**config.mk**
```make
export PLATFORM = sky130hd
export DESIGN_NAME = signal_history_reader
export DESIGN_NICKNAME = d
export VERILOG_FILES = /design/src/rtl/signal_history_reader.sv
export SDC_FILE = /design/constraint.sdc
export NUM_CORES = 1
export LEC_CHECK = 0
export ABC_CLOCK_PERIOD_IN_PS = 4000
export CORE_UTILIZATION = 60
export CTS_BUF_LIST = sky130_fd_sc_hd__clkbuf_4 sky130_fd_sc_hd__clkbuf_8
export CTS_CLUSTER_SIZE = 24
export DETAILED_ROUTE_END_ITERATION = 8
export PLACE_DENSITY = 0.79
export RECOVER_POWER = 100
export SETUP_SLACK_MARGIN = 0.05
export SKIP_LAST_GASP = 1
export SYNTH_ARGS = -nofsm -noshare
export SYNTH_HDL_FRONTEND = slang
export SYNTH_SLANG_ARGS = --single-unit
```
**constraint.sdc**
```tcl
create_clock -name clk -period 4 [get_ports clk]
set_clock_uncertainty 0.15 [all_clocks]
set_input_delay 0.4 -clock clk [delete_from_list [all_inputs] [get_ports clk]]
set_output_delay 0.4 -clock clk [all_outputs]
set_load 0.1 [all_outputs]
```
**src/rtl/signal_history_reader.sv**
```systemverilog
// Signal history reader: circular capture buffer with trigger/freeze control
// and a fixed one-cycle read port addressed by sample age.
module signal_history_reader #(
    parameter int unsigned WIDTH      = 16,
    parameter int unsigned DEPTH      = 8,
    parameter int unsigned POST_COUNT = 4
) (
    input  logic                     clk,
    input  logic                     reset,
    input  logic [WIDTH-1:0]         sample_in,
    input  logic                     sample_en,
    input  logic                     trigger,
    input  logic                     freeze_clr,
    input  logic                     rd_req,
    input  logic [$clog2(DEPTH)-1:0] rd_age,
    output logic                     rd_ack,
    output logic [WIDTH-1:0]         rd_data,
    output logic                     rd_err,
    output logic [$clog2(DEPTH):0]   fill,
    output logic                     frozen,
    output logic                     changed
);

    localparam int unsigned AW = $clog2(DEPTH);

    typedef enum logic [1:0] {
        ST_RUN    = 2'd0,
        ST_ARMED  = 2'd1,
        ST_FROZEN = 2'd2
    } state_t;

    state_t           state_q;
    state_t           state_d;
    logic [WIDTH-1:0] mem [DEPTH];
    logic [AW-1:0]    wr_ptr;
    logic [AW-1:0]    post_cnt;
    logic [AW-1:0]    post_cnt_d;
    logic             wr_acc;
    logic [AW-1:0]    newest_idx;
    logic [AW-1:0]    rd_idx;
    logic             rd_miss;

    // Write qualification and read/newest address arithmetic (wraps mod DEPTH)
    always_comb begin
        wr_acc     = sample_en && (state_q != ST_FROZEN);
        newest_idx = wr_ptr - AW'(1);
        rd_idx     = wr_ptr - AW'(1) - rd_age;
        rd_miss    = ({1'b0, rd_age} >= fill);
    end

    // Next-state and post-trigger counter logic
    always_comb begin
        state_d    = state_q;
        post_cnt_d = post_cnt;
        case (state_q)
            ST_RUN: begin
                if (trigger) begin
                    post_cnt_d = '0;
                    if (POST_COUNT == 0) begin
                        state_d = ST_FROZEN;
                    end else begin
                        state_d = ST_ARMED;
                    end
                end
            end
            ST_ARMED: begin
                if (wr_acc) begin
                    post_cnt_d = post_cnt + AW'(1);
                    if (({1'b0, post_cnt} + (AW+1)'(1)) == (AW+1)'(POST_COUNT)) begin
                        state_d = ST_FROZEN;
                    end
                end
            end
            ST_FROZEN: begin
                if (freeze_clr) begin
                    state_d = ST_RUN;
                end
            end
            default: begin
                state_d = ST_RUN;
            end
        endcase
    end

    // Control state, pointers, and registered outputs
    always_ff @(posedge clk) begin
        if (reset) begin
            state_q  <= ST_RUN;
            post_cnt <= '0;
            wr_ptr   <= '0;
            fill     <= '0;
            frozen   <= 1'b0;
            changed  <= 1'b0;
            rd_ack   <= 1'b0;
            rd_err   <= 1'b0;
            rd_data  <= '0;
        end else begin
            state_q  <= state_d;
            post_cnt <= post_cnt_d;
            frozen   <= (state_d == ST_FROZEN);
            changed  <= wr_acc && (fill != '0) && (sample_in != mem[newest_idx]);
            if (wr_acc) begin
                wr_ptr <= wr_ptr + AW'(1);
                if (fill != (AW+1)'(DEPTH)) begin
                    fill <= fill + (AW+1)'(1);
                end
            end
            rd_ack <= rd_req;
            if (rd_req) begin
                rd_err  <= rd_miss;
                rd_data <= rd_miss ? '0 : mem[rd_idx];
            end else begin
                rd_err  <= 1'b0;
            end
        end
    end

    // History storage; contents are only readable once fill covers them
    always_ff @(posedge clk) begin
        if (wr_acc && !reset) begin
            mem[wr_ptr] <= sample_in;
        end
    end

endmodule
```
==> flow_summary.toml, run 1 <==
[route]
routedWlPerCell_um = 24.74
ant_nets = 0
dr_total_vias = 4195
drt_iter0_markers = 287
avgViaCountPerCell = 6.514
drc = 0
dr.pass1.iters = 5
wl_mm = 15.93

[sta]
fin_setup_tns_ps = 0
max-slew-margin-rel_pct = 7.911
finalSetupViolCount = 0
tightest_slew_ps = 1381
fmax_mhz = 277.6
worst_slack_ps = 398.1
final.min_clock_period_ps = 3602
hold_viol_final = 0
min_period_over_period_pct = 90.05
slew_viol_final = 0
rsz0062_at_grt = "false"

[cells_and_area]
drive_gt1_share_pct = 19.56
final_area_um2 = 8352
antennaDiodeCount = 0
synthToLayoutAreaGrowth_pct = 13.97
nFillCells = 755
nets = 523

[die]
die_y_um = 112.5
coreArea_um2 = 11660
io_pins = 49
initial_core_util_pct = 62.84
die_w_um = 112.5
placementRows = 39
die_area_um2 = 12660

[clocking]
numClockSinks = 160
post_cts_resized = 0
cts_root_buf = "clkbuf_8"
cts_tree = "done"
clk_pin_slew_worst_paths_ps = 70
clock_path_buffers = 2
cts_setup_buffers = 0
cts_hold_buffers = 0
cts-buffers-inserted = 17
clkLatencyLatePin_ps = 440
htree_num_levels = 4

[yosys]
ys_top_cells_by_area = "edfxtp_1 (52%), mux4_2 (18%), dfxtp_1 (8.7%)"
ys.flop_type = "edfxtp_1"
avgSynthCellArea_um2 = 17.24
synthCells = 425
ys_ff_latch = 160
synth-seq-area-share_pct = 61.19
syn_nets = 460
synth-edff-count = 128
synth_area_um2 = 7328
synth.top_cell.area_share_pct = 52.45
synth_most_common_cell = "edfxtp_1"
synth.largest_area_cell = "edfxtp_1"
synthTopCellsByCount = "edfxtp_1 (128), mux4_2 (58), xnor2_1 (37)"
yosys_warnings = 0
yosysUniqueCellTypes = 34
ys_async_sr_fraction_pct = 0

[pwr]
power_density_nw_per_um2 = 454.5
cellLeakagePower_uw = 0.002813
ir_worst_vdd_mv = 0.4091

[place]
dp_slack_ps = 473.6
portBuffers = 48
hpwl_mm = 10.37
placed_cell_area_um2 = 8060
gp_congestion = 0.7849

[hold_path]
worstHoldPathType = "reg2reg"
hp-start = "rd_data[1]$_SDFFE_PP0P_"

[setup_path]
critPathBufInv = 2
crit_type = "reg2reg"
cp_slowest_cell = "xnor2_2"
timing.critical_path.slowest_cell_delay_ps = 850
crit_path_end_kind = "register"
critPathArrivalTime_ps = 3770
reg2reg_from = "wr_ptr[1]$_SDFFE_PP0N_"
path_max_fanout = 11
cp_cell_sequence = "inv_1 -> ha_1 -> fa_1 -> xnor2_1 -> xnor2_2 -> clkbuf_1 -> mux2i_1 -> a2bb2oi_1 -> nor2_1"
crit_family = "XOR/XNOR gates"
critPathLaunch = "wr_ptr[1]$_SDFFE_PP0N_"
required_ps = 4170
critPathLaunchType = "register"

[grt]
antenna_found_initial = 0
grt_usage_pct = 27.60
grt_overflow_total = 0
grt_first_pass_wirelength_mm = 24.87
grt_max_degree = 35
grt_pass1_vias = 4384

[status]
status = "finished, final reports clean"

[flow_run]
drv_cap = 0
==> layout make-up <==
| class | instances | area, um^2 | area share (%) |
|---|---|---|---|
| timing repair buffer | 66 | 613.1 | 7.341 |
| sequential | 160 | 4484 | 53.69 |
| multi-input combinational | 233 | 2683 | 32.12 |
| clock inverter | 7 | 36.28 | 0.4345 |
| inverter | 10 | 37.54 | 0.4494 |
| tap | 143 | 178.9 | 2.142 |
| clock buffer | 25 | 319.1 | 3.820 |
==> report_power, final <==
group          leakage (uW)  internal, uW  switching, uW  total (uW)
logic               0.00120           389            487         877
registers           0.00142          1830           21.6        1850
clock network      0.000192           516            549        1060
==> registers in the layout (all words and copies together) (netlist names) <==
signal and count:
changed 1, fill 4, frozen 1, mem 128
post_cnt 3, rd_ack 1, rd_data 16, rd_err 1
state_q 2, wr_ptr 3
==> layout by cell type, fill, tap and decap left out, drive strengths merged <==
master and instances:
a21o 1, xor2 2, a2bb2oi 16, clkbuf 36, mux4 64, o311a 1
nand2b 3, inv 9, a21oi 4, nor3b 1, nor2 35, dfxtp 32
nand4 8, nand3 2, ha 9, dlygate4sd3 42, nand2 12, o21ai 5
fa 1, a22oi 2, xnor2 38, nor3 3, edfxtp 128, mux2i 18
a31oi 1, nor2b 3, clkdlybuf4s50 6, clkinv 8, buf 7, nor4 4
==> worst reg2reg max path, cell delays in order (launching register included) <==
cell       delay (ps)
dfxtp_1           460
inv_1             100
ha_1              320
fa_1              420
xnor2_1           180
xnor2_2           850
clkbuf_1          500
mux2i_1           280
a2bb2oi_1         180
nor2_1             60
==> stage by stage <==
step                utilization [%]  hold slack [ps]  total power (uW)  std cells
finish                        71.61            335.4              3796        644
global route                  71.61            366.1              3925        644
CTS                           72.16            345.9              3831        644
detailed placement            69.11            328.8              2788        612
global placement              69.11            314.1              2768        612
floorplan                         -            312.4              2553        425
==> layer usage <==
layer	track usage, %	wire length (um)	up-vias
met2	44.68	8013	192
met1	37.39	6523	2155
met5	0	0	-
met4	10.49	315	0
met3	5.886	1079	25
li1	-	-	1823
==> final timing paths <==
check                       endpoint  slack (ps)  cells past startpoint
max reg2reg  rd_data[5]$_SDFFE_PP0P_         400                      9
min          rd_data[1]$_SDFFE_PP0P_         340                      2
min reg2reg  rd_data[1]$_SDFFE_PP0P_         340                      2
max          rd_data[5]$_SDFFE_PP0P_         400                      9
==> cell families (layout without fill, tap and decap cells) <==
| family | after synthesis | after routing | synth area share, % |
|---|---|---|---|
| buffers and inverters | 32 | 108 | 2.237 |
| xor gates and xnor gates | 40 | 40 | 4.883 |
| AOI/OAI and AO/OA | 30 | 30 | 3.056 |
| adders and majority gates | 10 | 10 | 1.810 |
| and+or+nand+nor | 71 | 71 | 4.388 |
| DFF | 160 | 160 | 61.19 |
| muxes | 82 | 82 | 22.43 |
(Power assumes the default switching activity.)
==> run 2, diff against run 1 <==
- CELL_PAD_IN_SITES_DETAIL_PLACEMENT: not set -> 0
- CELL_PAD_IN_SITES_GLOBAL_PLACEMENT: not set -> 1
- CORE_UTILIZATION: 60 -> 53
- PLACE_DENSITY: 0.79 -> 0.81
==> run 2 against run 1 <==
Final area increased by 0.72%. Clock-buffer cell count decreased by 4. Total power increased by 1.4%. Register-to-register slack improved by 99 ps. Sequential cell count unchanged. Sequential power about the same. Critical path depth unchanged. Routed wire length decreased by 0.89%. Fmax increased by 2.8%. Clock power increased by 7%. Largest power group unchanged.
==> flow_summary.toml, run 2 (synthesized netlist as in run 1, its figures left out) <==
[die]
die_y_um = 119.6
die_area_um2 = 14300
io_pins = 49
die_w_um = 119.6
placementRows = 42
coreArea_um2 = 13350
initial_core_util_pct = 54.90

[setup_path]
critPathLaunchType = "register"
crit_path_end = "rd_data[5]$_SDFFE_PP0P_"
rr_worst_depth = 9
crit_path_end_kind = "register"
critPathArrivalTime_ps = 3700
regToRegEndpoint = "rd_data[5]$_SDFFE_PP0P_"
required_ps = 4190
critPathLaunch = "wr_ptr[1]$_SDFFE_PP0N_"
path_max_fanout = 12
crit_type = "reg2reg"
reg2reg_from = "wr_ptr[1]$_SDFFE_PP0N_"
r2r_slack_ps = 500

[route]
ant_nets = 0
avgViaCountPerCell = 5.911
drc = 0
dr.pass1.iters = 4
drt_iter0_markers = 346
routedWlPerCell_um = 23.39
dr_total_vias = 3990
wl_mm = 15.79

[cells_and_area]
largest_reg_flops = 128
final_area_um2 = 8412
top_regs = "mem: 128 flops, rd_data: 16 flops, fill: 4 flops"
final_common_cell = "edfxtp_1"
top_register = "mem"
nFillCells = 994
synthToLayoutAreaGrowth_pct = 14.79
final_cell_mix = "edfxtp_1 (128), mux4_2 (58), dlygate4sd3_1 (42)"
drive_gt1_share_pct = 20.04
antennaDiodeCount = 0
nets = 521

[clocking]
cts_tree = "done"
clkLatencyLatePin_ps = 460
clk_pin_slew_worst_paths_ps = 80
cts-buffers-inserted = 17
numClockSinks = 160
cts_setup_buffers = 0
cts_hold_buffers = 0
clock_path_buffers = 2
cts_root_buf = "clkbuf_8"
post_cts_resized = 0
htree_num_levels = 4

[grt]
grt_pass1_vias = 4205
grt_usage_pct = 24.25
grt_first_pass_wirelength_mm = 24.44
grt_max_degree = 35
grt_overflow_total = 0
antenna_found_initial = 0

[place]
portBuffers = 48
placed_cell_area_um2 = 8087
hpwl_mm = 9.889
gp_congestion = 0.7166
dp_slack_ps = 424.2

[sta]
hold_viol_final = 0
worst_slack_ps = 496.7
max-slew-margin-rel_pct = 12.72
finalSetupViolCount = 0
slew_viol_final = 0
tightest_slew_ps = 1309
min_period_over_period_pct = 87.58
final.min_clock_period_ps = 3503
fin_setup_tns_ps = 0
fmax_mhz = 285.4
rsz0062_at_grt = "false"

[status]
status = "finished, final reports clean"

[pwr]
p_total_uw = 3850
clkPwrFrac_pct = 29.4
power_frac_comb_pct = 22.4
power_frac_seq_pct = 48.1
ir_worst_vdd_mv = 0.2957
cellLeakagePower_uw = 0.002805
switching_power_uw = 1090
power_density_nw_per_um2 = 457.7
p_int_uw = 2760
switching_share_pct = 28.31

[flow_run]
drv_cap = 0

[hold_path]
worstHoldPathType = "reg2reg"
## run 2: area by class of cell
cell class	instances	area, um^2	share of cell area [%]
Inverter	10	37.54	0.4462
Multi-Input combinational cell	233	2683	31.89
Clock inverter	11	105.1	1.249
Timing Repair Buffer	64	605.6	7.199
Clock buffer	21	276.5	3.287
Sequential cell	160	4484	53.31
Tap cell	176	220.2	2.618
## run 2: worst min path at each step
stage	depth (start not counted)	start	end	slack [ps]
after global routing	2	rd_data[0]$_SDFFE_PP0P_	rd_data[0]$_SDFFE_PP0P_	370
after global placement	2	rd_data[8]$_SDFFE_PP0P_	rd_data[8]$_SDFFE_PP0P_	320
after detailed placement	2	rd_data[7]$_SDFFE_PP0P_	rd_data[7]$_SDFFE_PP0P_	330
final	2	rd_data[0]$_SDFFE_PP0P_	rd_data[0]$_SDFFE_PP0P_	340
after CTS	2	rd_data[7]$_SDFFE_PP0P_	rd_data[7]$_SDFFE_PP0P_	350
after floorplan	2	post_cnt[0]$_SDFFE_PP0P_	post_cnt[0]$_SDFFE_PP0P_	310
## run 2: metal layers
metal	up-vias	wire [um]	GRT usage, %
met5	-	0	0
met4	0	262	8.359
met3	19	1323	6.654
met2	147	7987	40.17
met1	2005	6216	30.89
li1	1819	-	-
## run 2: per-stage QoR
| stage | util (%) | hold WS, ps | instances |
|---|---|---|---|
| after global routing | 63.02 | 373.7 | 675 |
| after floorplan | - | 312.4 | 425 |
| after CTS | 63.44 | 351.8 | 675 |
| final | 63.02 | 337.6 | 675 |
| after global placement | 60.58 | 317.0 | 643 |
| after detailed placement | 60.58 | 330.6 | 643 |
## run 2: worst max-delay path: stages (launching register included)
cell and delay, ps:
dfxtp_1 440, inv_1 90, ha_1 320, fa_1 410, xnor2_1 170, xnor2_2 910
clkbuf_1 400, mux2i_1 240, a2bb2oi_1 190, nor2_1 70
## run 2: power groups by stage
stage                     clock [uW]  combinational (uW)  sequential (uW)
final                           1130                 863             1850
after floorplan                    0                 549             2000
after detailed placement           0                 889             1890
after CTS                       1160                 892             1860
after global placement             0                 881             1890
after global routing            1220                 919             1860
